===== src/rtl/ama_riscv_defines.sv =====
// ama_riscv_defines: shared front-end types, plus gshare predictor constants and checkpoint layout.
package ama_riscv_defines;

    typedef logic [31:0] arch_width_t;

    typedef enum logic [1:0] {
        B_NT = 2'b00,
        B_T  = 2'b01
    } branch_t;

    typedef struct packed {
        logic enter;
        logic resolve;
        logic wrong;
    } spec_exec_t;

    localparam logic [1:0] BP_CNT_WNT = 2'b01;
    localparam int BP_PHT_IDX_W = 8;
    localparam int BP_GHR_W = 8;

    typedef struct packed {
        logic [BP_PHT_IDX_W-1:0] idx;
        logic [BP_GHR_W-1:0]     ghr;
        branch_t                 pred;
    } bp_ckpt_t;

endpackage


===== src/rtl/ama_riscv_bp_gshare_pht.sv =====
// ama_riscv_bp_pht: pattern history table of 2-bit saturating counters,
// one async read port and one clocked saturating-update port.
module ama_riscv_bp_pht
    import ama_riscv_defines::*;
#(
    parameter int IDX_W = 8
)(
    input  logic             clk,
    input  logic             rst,
    input  logic [IDX_W-1:0] rd_idx,
    output logic [1:0]       rd_cnt,
    input  logic             we,
    input  logic [IDX_W-1:0] wr_idx,
    input  logic             wr_taken
);
    localparam int N = 1 << IDX_W;

    logic [1:0] cnt [N];
    logic [1:0] cur;
    logic [1:0] upd;

    // no write-to-read bypass: a same-cycle lookup sees the old counter
    assign rd_cnt = cnt[rd_idx];
    assign cur = cnt[wr_idx];
    assign upd = wr_taken ? ((cur == 2'b11) ? cur : cur + 2'b01)
                          : ((cur == 2'b00) ? cur : cur - 2'b01);

    always_ff @(posedge clk or posedge rst) begin
        if (rst) begin
            for (int i = 0; i < N; i++) cnt[i] <= BP_CNT_WNT;
        end else if (we) begin
            cnt[wr_idx] <= upd;
        end
    end

endmodule


===== src/rtl/ama_riscv_bp_gshare.sv =====
// ama_riscv_bp_gshare: gshare predictor with speculative global history and a single checkpoint.
// Define BP_STATS_EN to add free-running prediction/miss counters.
module ama_riscv_bp_gshare
    import ama_riscv_defines::*;
#(
    parameter int PHT_IDX_W = 8,
    parameter int GHR_W = 8
)(
    input  logic        clk,
    input  logic        rst,
    input  arch_width_t pc_dec,
    input  logic [31:0] inst_dec,
    input  logic        branch_inst_dec,
    input  spec_exec_t  spec,
    input  branch_t     branch_resolution,
    output branch_t     bp_pred,
    output arch_width_t bp_target
`ifdef BP_STATS_EN
    ,
    output logic [31:0] bp_stat_pred,
    output logic [31:0] bp_stat_miss
`endif
);
    if (GHR_W < 1 || GHR_W > PHT_IDX_W || PHT_IDX_W > BP_PHT_IDX_W) begin : g_bad_cfg
        $error("ama_riscv_bp_gshare: need 1 <= GHR_W <= PHT_IDX_W <= %0d", BP_PHT_IDX_W);
    end

    typedef enum logic {IDLE, SPEC} bp_state_t;

    bp_state_t            state, state_nxt;
    logic [GHR_W-1:0]     ghr, ghr_nxt;
    bp_ckpt_t             ckpt;
    logic [PHT_IDX_W-1:0] idx;
    logic [1:0]           cnt;
    logic                 ckpt_vld;
    logic                 accept;
    logic                 res_vld;
    logic                 wrong_vld;
    logic                 taken_act;
    logic                 unused_ok;

    assign idx = pc_dec[PHT_IDX_W+1:2] ^ PHT_IDX_W'(ghr);
    assign bp_pred = (branch_inst_dec && cnt[1]) ? B_T : B_NT;
    assign bp_target = pc_dec + {{19{inst_dec[31]}}, inst_dec[31], inst_dec[7],
                                 inst_dec[30:25], inst_dec[11:8], 1'b0};

    assign ckpt_vld = state == SPEC;
    // a held enter while a checkpoint is live is a stall, not a new branch
    assign accept = spec.enter && (!ckpt_vld || spec.resolve) && !spec.wrong;
    assign res_vld = spec.resolve && ckpt_vld;
    assign wrong_vld = res_vld && spec.wrong;
    assign taken_act = branch_resolution == B_T;

    always_comb begin
        state_nxt = accept ? SPEC : (res_vld ? IDLE : state);
        ghr_nxt = wrong_vld ? GHR_W'({ckpt.ghr, taken_act})
                : (accept ? GHR_W'({ghr, bp_pred == B_T}) : ghr);
    end

    always_ff @(posedge clk or posedge rst) begin
        if (rst) begin
            state <= IDLE;
            ghr <= '0;
            ckpt <= '0;
        end else begin
            state <= state_nxt;
            ghr <= ghr_nxt;
            if (accept) ckpt <= '{idx: BP_PHT_IDX_W'(idx), ghr: BP_GHR_W'(ghr), pred: bp_pred};
        end
    end

    ama_riscv_bp_pht #(.IDX_W(PHT_IDX_W)) u_pht (
        .clk      (clk),
        .rst      (rst),
        .rd_idx   (idx),
        .rd_cnt   (cnt),
        .we       (res_vld),
        .wr_idx   (PHT_IDX_W'(ckpt.idx)),
        .wr_taken (taken_act)
    );

`ifdef BP_STATS_EN
    always_ff @(posedge clk or posedge rst) begin
        if (rst) begin
            bp_stat_pred <= '0;
            bp_stat_miss <= '0;
        end else begin
            if (accept) bp_stat_pred <= bp_stat_pred + 32'd1;
            if (wrong_vld) bp_stat_miss <= bp_stat_miss + 32'd1;
        end
    end
`endif

    assign unused_ok = ^{pc_dec[31:PHT_IDX_W+2], pc_dec[1:0], inst_dec[24:12],
                         inst_dec[6:0], ckpt.pred};

endmodule


===== config.mk =====
export PLATFORM = sky130hd
export DESIGN_NAME = ama_riscv_bp_gshare
export DESIGN_NICKNAME = d
export VERILOG_FILES = /design/src/rtl/ama_riscv_defines.sv /design/src/rtl/ama_riscv_bp_gshare_pht.sv /design/src/rtl/ama_riscv_bp_gshare.sv
export SDC_FILE = /design/constraint.sdc
export NUM_CORES = 2
export LEC_CHECK = 0
export CAP_MARGIN = 25
export CORE_MARGIN = 1
export CORE_UTILIZATION = 40
export DETAILED_ROUTE_END_ITERATION = 10
export MAX_ROUTING_LAYER = met4
export PLACE_DENSITY = 0.61
export SLEW_MARGIN = 20
export SYNTH_ARGS = -nofsm -noshare
export SYNTH_HDL_FRONTEND = slang
export SYNTH_SLANG_ARGS = --single-unit
export TNS_END_PERCENT = 30

===== constraint.sdc =====
create_clock -name clk -period 23.4 [get_ports clk]
set_input_delay 4.68 -clock clk [delete_from_list [all_inputs] [get_ports clk]]
set_output_delay 4.68 -clock clk [all_outputs]
set_load 0.005 [all_outputs]

Word-level counts from Yosys, hierarchy flattened
Cells that the tools add are included.
Operators by class
  add/subtract/negate cells: 3
  $lt $le $gt $ge: 3
  equal/unequal tests: 3
  multiplexer cells: 17
  bitwise gates (word level): 3
  reductions and logical operators: 12
Operators by type and width (number)
  512-bit bitwise mux: 1
  32-bit adder: 1
  2-bit binary-select mux with 8-bit select: 2
  9-bit greater-or-equal comparator, second input constant: 2
  8-bit NOT with 9-bit output: 2
  2-bit demux with 8-bit select: 1
  2-bit 2-to-1 mux: 8
  8-bit 2-to-1 mux: 2
  9-bit by 1-bit less-than comparator with 1-bit output, second input constant: 1
  8-bit XOR: 1
  1-bit logical AND: 6
  2-bit nonzero test: 2
  1-bit 2-to-1 mux: 3
  2-bit by 1-bit adder with 2-bit output, second input constant: 1
  2-bit by 1-bit equality test with 1-bit output, second input constant: 1
  2-bit equality test, second input constant: 1
  1-bit logical NOT: 2
  2-bit logical NOT: 1
  2-bit by 1-bit subtractor with 2-bit output, second input constant: 1
  1-bit equality test, second input constant: 1
  1-bit logical OR: 1
Word-level totals
  flip-flop bits (word level): 536
  input bits: 72

Longest topological paths before layout
  depth in word-level cells: 10
  mapped depth: 15
  depth with buffers taken out: 11

Cells and area by module
A second synthesis with hierarchy kept.
Second synthesis, totals
  cells, all modules: 2757
  area, all modules: 31540.2 um^2
By module, submodules not included
  ama_riscv_bp_pht: instances 1, cells an instance 2402, area each 28665.0 um^2, sequential area each 13132.6 um^2
  ama_riscv_bp_gshare: instances 1, cells an instance 355, area each 2875.3 um^2, sequential area each 600.6 um^2

Least setup slack after synthesis
No wires, ideal clock.
  kind: in2out
  start: in pc_dec[3]
  end: out bp_pred[0]
  arrival: 7350 ps
  data required time: 18720 ps
  slack: 11370 ps
  stages: 8
  cell sequence: xor2_1 > clkbuf_1 > clkbuf_1 > mux4_2 > mux4_2 > a221oi_1 > nand4_1 > o311a_1
Between the ends
  cells in the longest elaborated chain, start to end: 7
RTL lines
  from (decl): RTL line ama_riscv_bp_gshare.sv:11  | input arch_width_t pc_dec,
  8-bit XOR: RTL line ama_riscv_bp_gshare.sv:42  | assign idx = pc_dec[PHT_IDX_W+1:2] ^ PHT_IDX_W'(ghr);
  8-bit NOT with 9-bit output (implied by the code): RTL line ama_riscv_bp_gshare_pht.sv:23  | assign rd_cnt = cnt[rd_idx];
  2-bit binary-select mux with 8-bit select: RTL line ama_riscv_bp_gshare_pht.sv:23
  2-bit 2-to-1 mux (implied by the code) (2 in a row): RTL line ama_riscv_bp_gshare_pht.sv:23
  1-bit logical AND: RTL line ama_riscv_bp_gshare.sv:43  | assign bp_pred = (branch_inst_dec && cnt[1]) ? B_T : B_NT;
  1-bit 2-to-1 mux: RTL line ama_riscv_bp_gshare.sv:43
  to (decl): RTL line ama_riscv_bp_gshare.sv:16  | output branch_t bp_pred,
Every way passes these cells. The select of a mux whose other input is x is not followed.

Worst setup path after layout
  start: in pc_dec[2]
  end: out bp_pred[0]
The elaborated chain is that of the path after synthesis.

==> run metrics <==
initial core utilization=40.8%; CP max-delay cell=buf_4; Max Clock Freq=71.3 MHz; CTS root buf=clkbuf_16; Remaining Overflow, GRT=0; pwr/cell area=78.6 mW/mm^2; Max clock buf depth=3; most common cell in the netlist=mux2_2; global-route wire length before repair=129 mm; Synth Register Bits=536; Clock transition at path regs=0.06 ns; Avg Inst Size Synth=13.4 sq um; Req. time, crit path=18.72 ns; Post-synth top cells=521 x mux2_2, 280 x dfrtp_1, 256 x dfstp_2; hold endpoint=ghr[3]; Worst EP arrival=9.34 ns; Final Non-Filler Cells=3218; clock sink count=536; Synth Flop Type=dfrtp_1; gr usage total=23.6%; final WL=84.4 mm; # rows=98; DR WL/cell=26.2 um; area delta synth->final=12.6%; Worst Path Max Fanout=34; post-CTS setup buffers=0; Detail Route Antenna Nets=0; Largest delay share family, worst path=buffers and inverters; Hold Crit Start=ckpt[4]; Startpoint Class=primary input; number of flops mapped to enable cells by yosys=0; pin count of the biggest net entering global routing=133; share of layout cells above drive strength 1=51.2%; Die H=273 um; Fillers=6313; Netlist cell types=66; Placed Cells=3106; post-CTS resize count=0; routability cong.=0.907; Num CTS Buffers=57; initial antenna violation count=2; Worst Setup End Kind=primary output; Tightest Pin Transition=1.13 ns; DP Wirelength=54.7 mm; flop2flop setup slack=17.06 ns; syn nets=2300; core region area=0.0720 sq mm; starting DRC count in detailed routing=1616; setup TNS=0 ns; Max IR drop VDD=0.0000539 V; sequential cell area fraction in the yosys report=46.8%; chip width=273 um; global routing met3 resource utilization=5.09%; top cells by area, synth=dfrtp_1 24%, dfstp_2 23%, mux2_2 20%; number of global-route vias before repair=20400; Port Buffer Count=82; final hold violations=0; Synth Instances=2197; CTS tree=done; drt pass-1 iters=5; warnings from Yosys=0; worst min-delay path category=register to register; Mapped Area=0.0293 sq mm; max_cap viols=0; reg2reg start=ckpt[10]; Pins Over Slew Limit=0; status=finished, final reports clean; die area=0.0744 sq mm; Top Usage Layer GRT=met2; hold path depth=2; clk_lat worst skew=0.64 ns; DR vias=19400; Tmin final=14.02 ns; DRC=0; Hold Buf Count CTS=0; remaining max-slew budget at the tightest pin=24.6%; final worst path period share=59.9%; RSZ-0062 raised after global routing=false; worst path cell trace=clkdlybuf4s50_1, xor2_4, buf_4, buf_4, mux4_2, and3_1, a31oi_1, a31oi_1, o31ai_1, nand4_1, o311a_1, clkdlybuf4s50_1; clk_skew=0.0312 ns; vias per std cell=6.04; largest area contributor in the netlist=dfrtp_1; fraction of registers with async set/reset=100%; met2 Use GR=35.9%; worst path bufs/invs=4; Net count, final=2320; Final setup viols=0; delay of the slowest critical-path stage=0.75 ns; leakage=0.0136 uW; Reg2Reg Capture Point=u_pht.cnt[12]; met1 usage=31.1%; critical setup path kind=primary input to primary output; post-synth top area share=23.9%; Boundary Pins=106; R2R cell count=12; CTS H-Tree Depth=2
==> tightest hold or removal path: stages, from the launching register on <==
cell     delay, ns
dfrtp_1       0.34
a22oi_1       0.06
nand2_1       0.06
==> per-layer routing <==
layer / up-vias / wire length, um
li1: 8193 / -
met5: - / 0
met1: 10300 / 35800
met4: 0 / 2980
met3: 180 / 6510
met2: 714 / 39100
==> flip-flops by register name, indices dropped and copies added (netlist names) <==
name and flops:
ghr 8, ckpt_vld 1, u_pht.cnt 512, ckpt 15
==> where the power goes <==
group / switching [uW] / total, uW / internal [uW]
Clock: 387 / 912 / 525
Combinational: 419 / 656 / 237
Sequential: 48.4 / 1030 / 982
==> cells by family (layout without fill, tap and decap cells) <==
logic type,Yosys count,count (layout),share of synthesized area (%)
multiplexers,756,756,37.1
other,1,3,0.0128
XOR/XNOR,42,42,1.25
AND/OR/NAND/NOR,510,510,7.39
flip-flops,536,536,46.8
AO/OA/AOI/OAI,149,149,3.41
adder cells (fa/ha/maj),33,33,1.42
buffers and inverters,170,239,2.62
==> placed cells by master, fill, tap and decap left out, types with 4 or more instances in the layout <==
cell type        instances
ha_1                    30
nor4_1                   4
clkinv_2                18
a21oi_1                 40
mux2_2                 521
mux4_2                 213
o21ai_0                 16
or3_1                    4
nor2_1                 228
a21o_1                  11
nand2b_1                 6
clkbuf_8                17
inv_1                    4
clkbuf_16               59
clkbuf_1                 9
mux2i_1                 22
dfrtp_1                276
nand3_1                 25
a31oi_1                 11
a2111oi_0                4
nand4_1                  5
xor2_1                  14
dfstp_2                256
nor3_1                  16
a221oi_1                 6
buf_4                   38
nand2_1                163
and2_1                  10
a22oi_1                 21
and3_1                   8
a211oi_1                 6
xnor2_1                 23
nor2b_1                 18
clkdlybuf4s50_1         82
==> metrics by stage <==
step                      instance area, sq um  hold WS, ns  total power [uW]  util [%]  setup WS (ns)
final                                    33000        0.497              2600      45.9           9.38
after global routing                     33000        0.512              2690      45.9           9.16
after floorplan                          29300        0.458              1460         -           4.16
after detailed placement                 31100        0.478              1690      43.2           9.39
after CTS                                33000        0.500              2610      45.8           9.39
after global placement                   31000        0.476              1680      43.1           9.44
==> how the worst max path moves through the flow <==
stage                   start          to  depth (start not counted)
finish              pc_dec[2]  bp_pred[0]                         12
global route        pc_dec[2]  bp_pred[0]                         12
CTS                 pc_dec[2]  bp_pred[0]                         10
detailed placement  pc_dec[2]  bp_pred[0]                         10
global placement    pc_dec[2]  bp_pred[0]                         12
floorplan                 rst    ckpt[10]                          1
==> final cells by class <==
type,count,area (sq um),share of cell area (%)
Multi-Input combinational cell,1491,15000,45.3
Sequential cell,536,13700,41.6
Clock buffer,85,1740,5.28
Timing Repair Buffer,125,1210,3.67
Tap cell,950,1190,3.60
Clock inverter,23,153,0.462
Inverter,6,30.0,0.0909
Antenna cell,2,5.00,0.0151
Note: power is estimated with default switching activity, not from simulation.
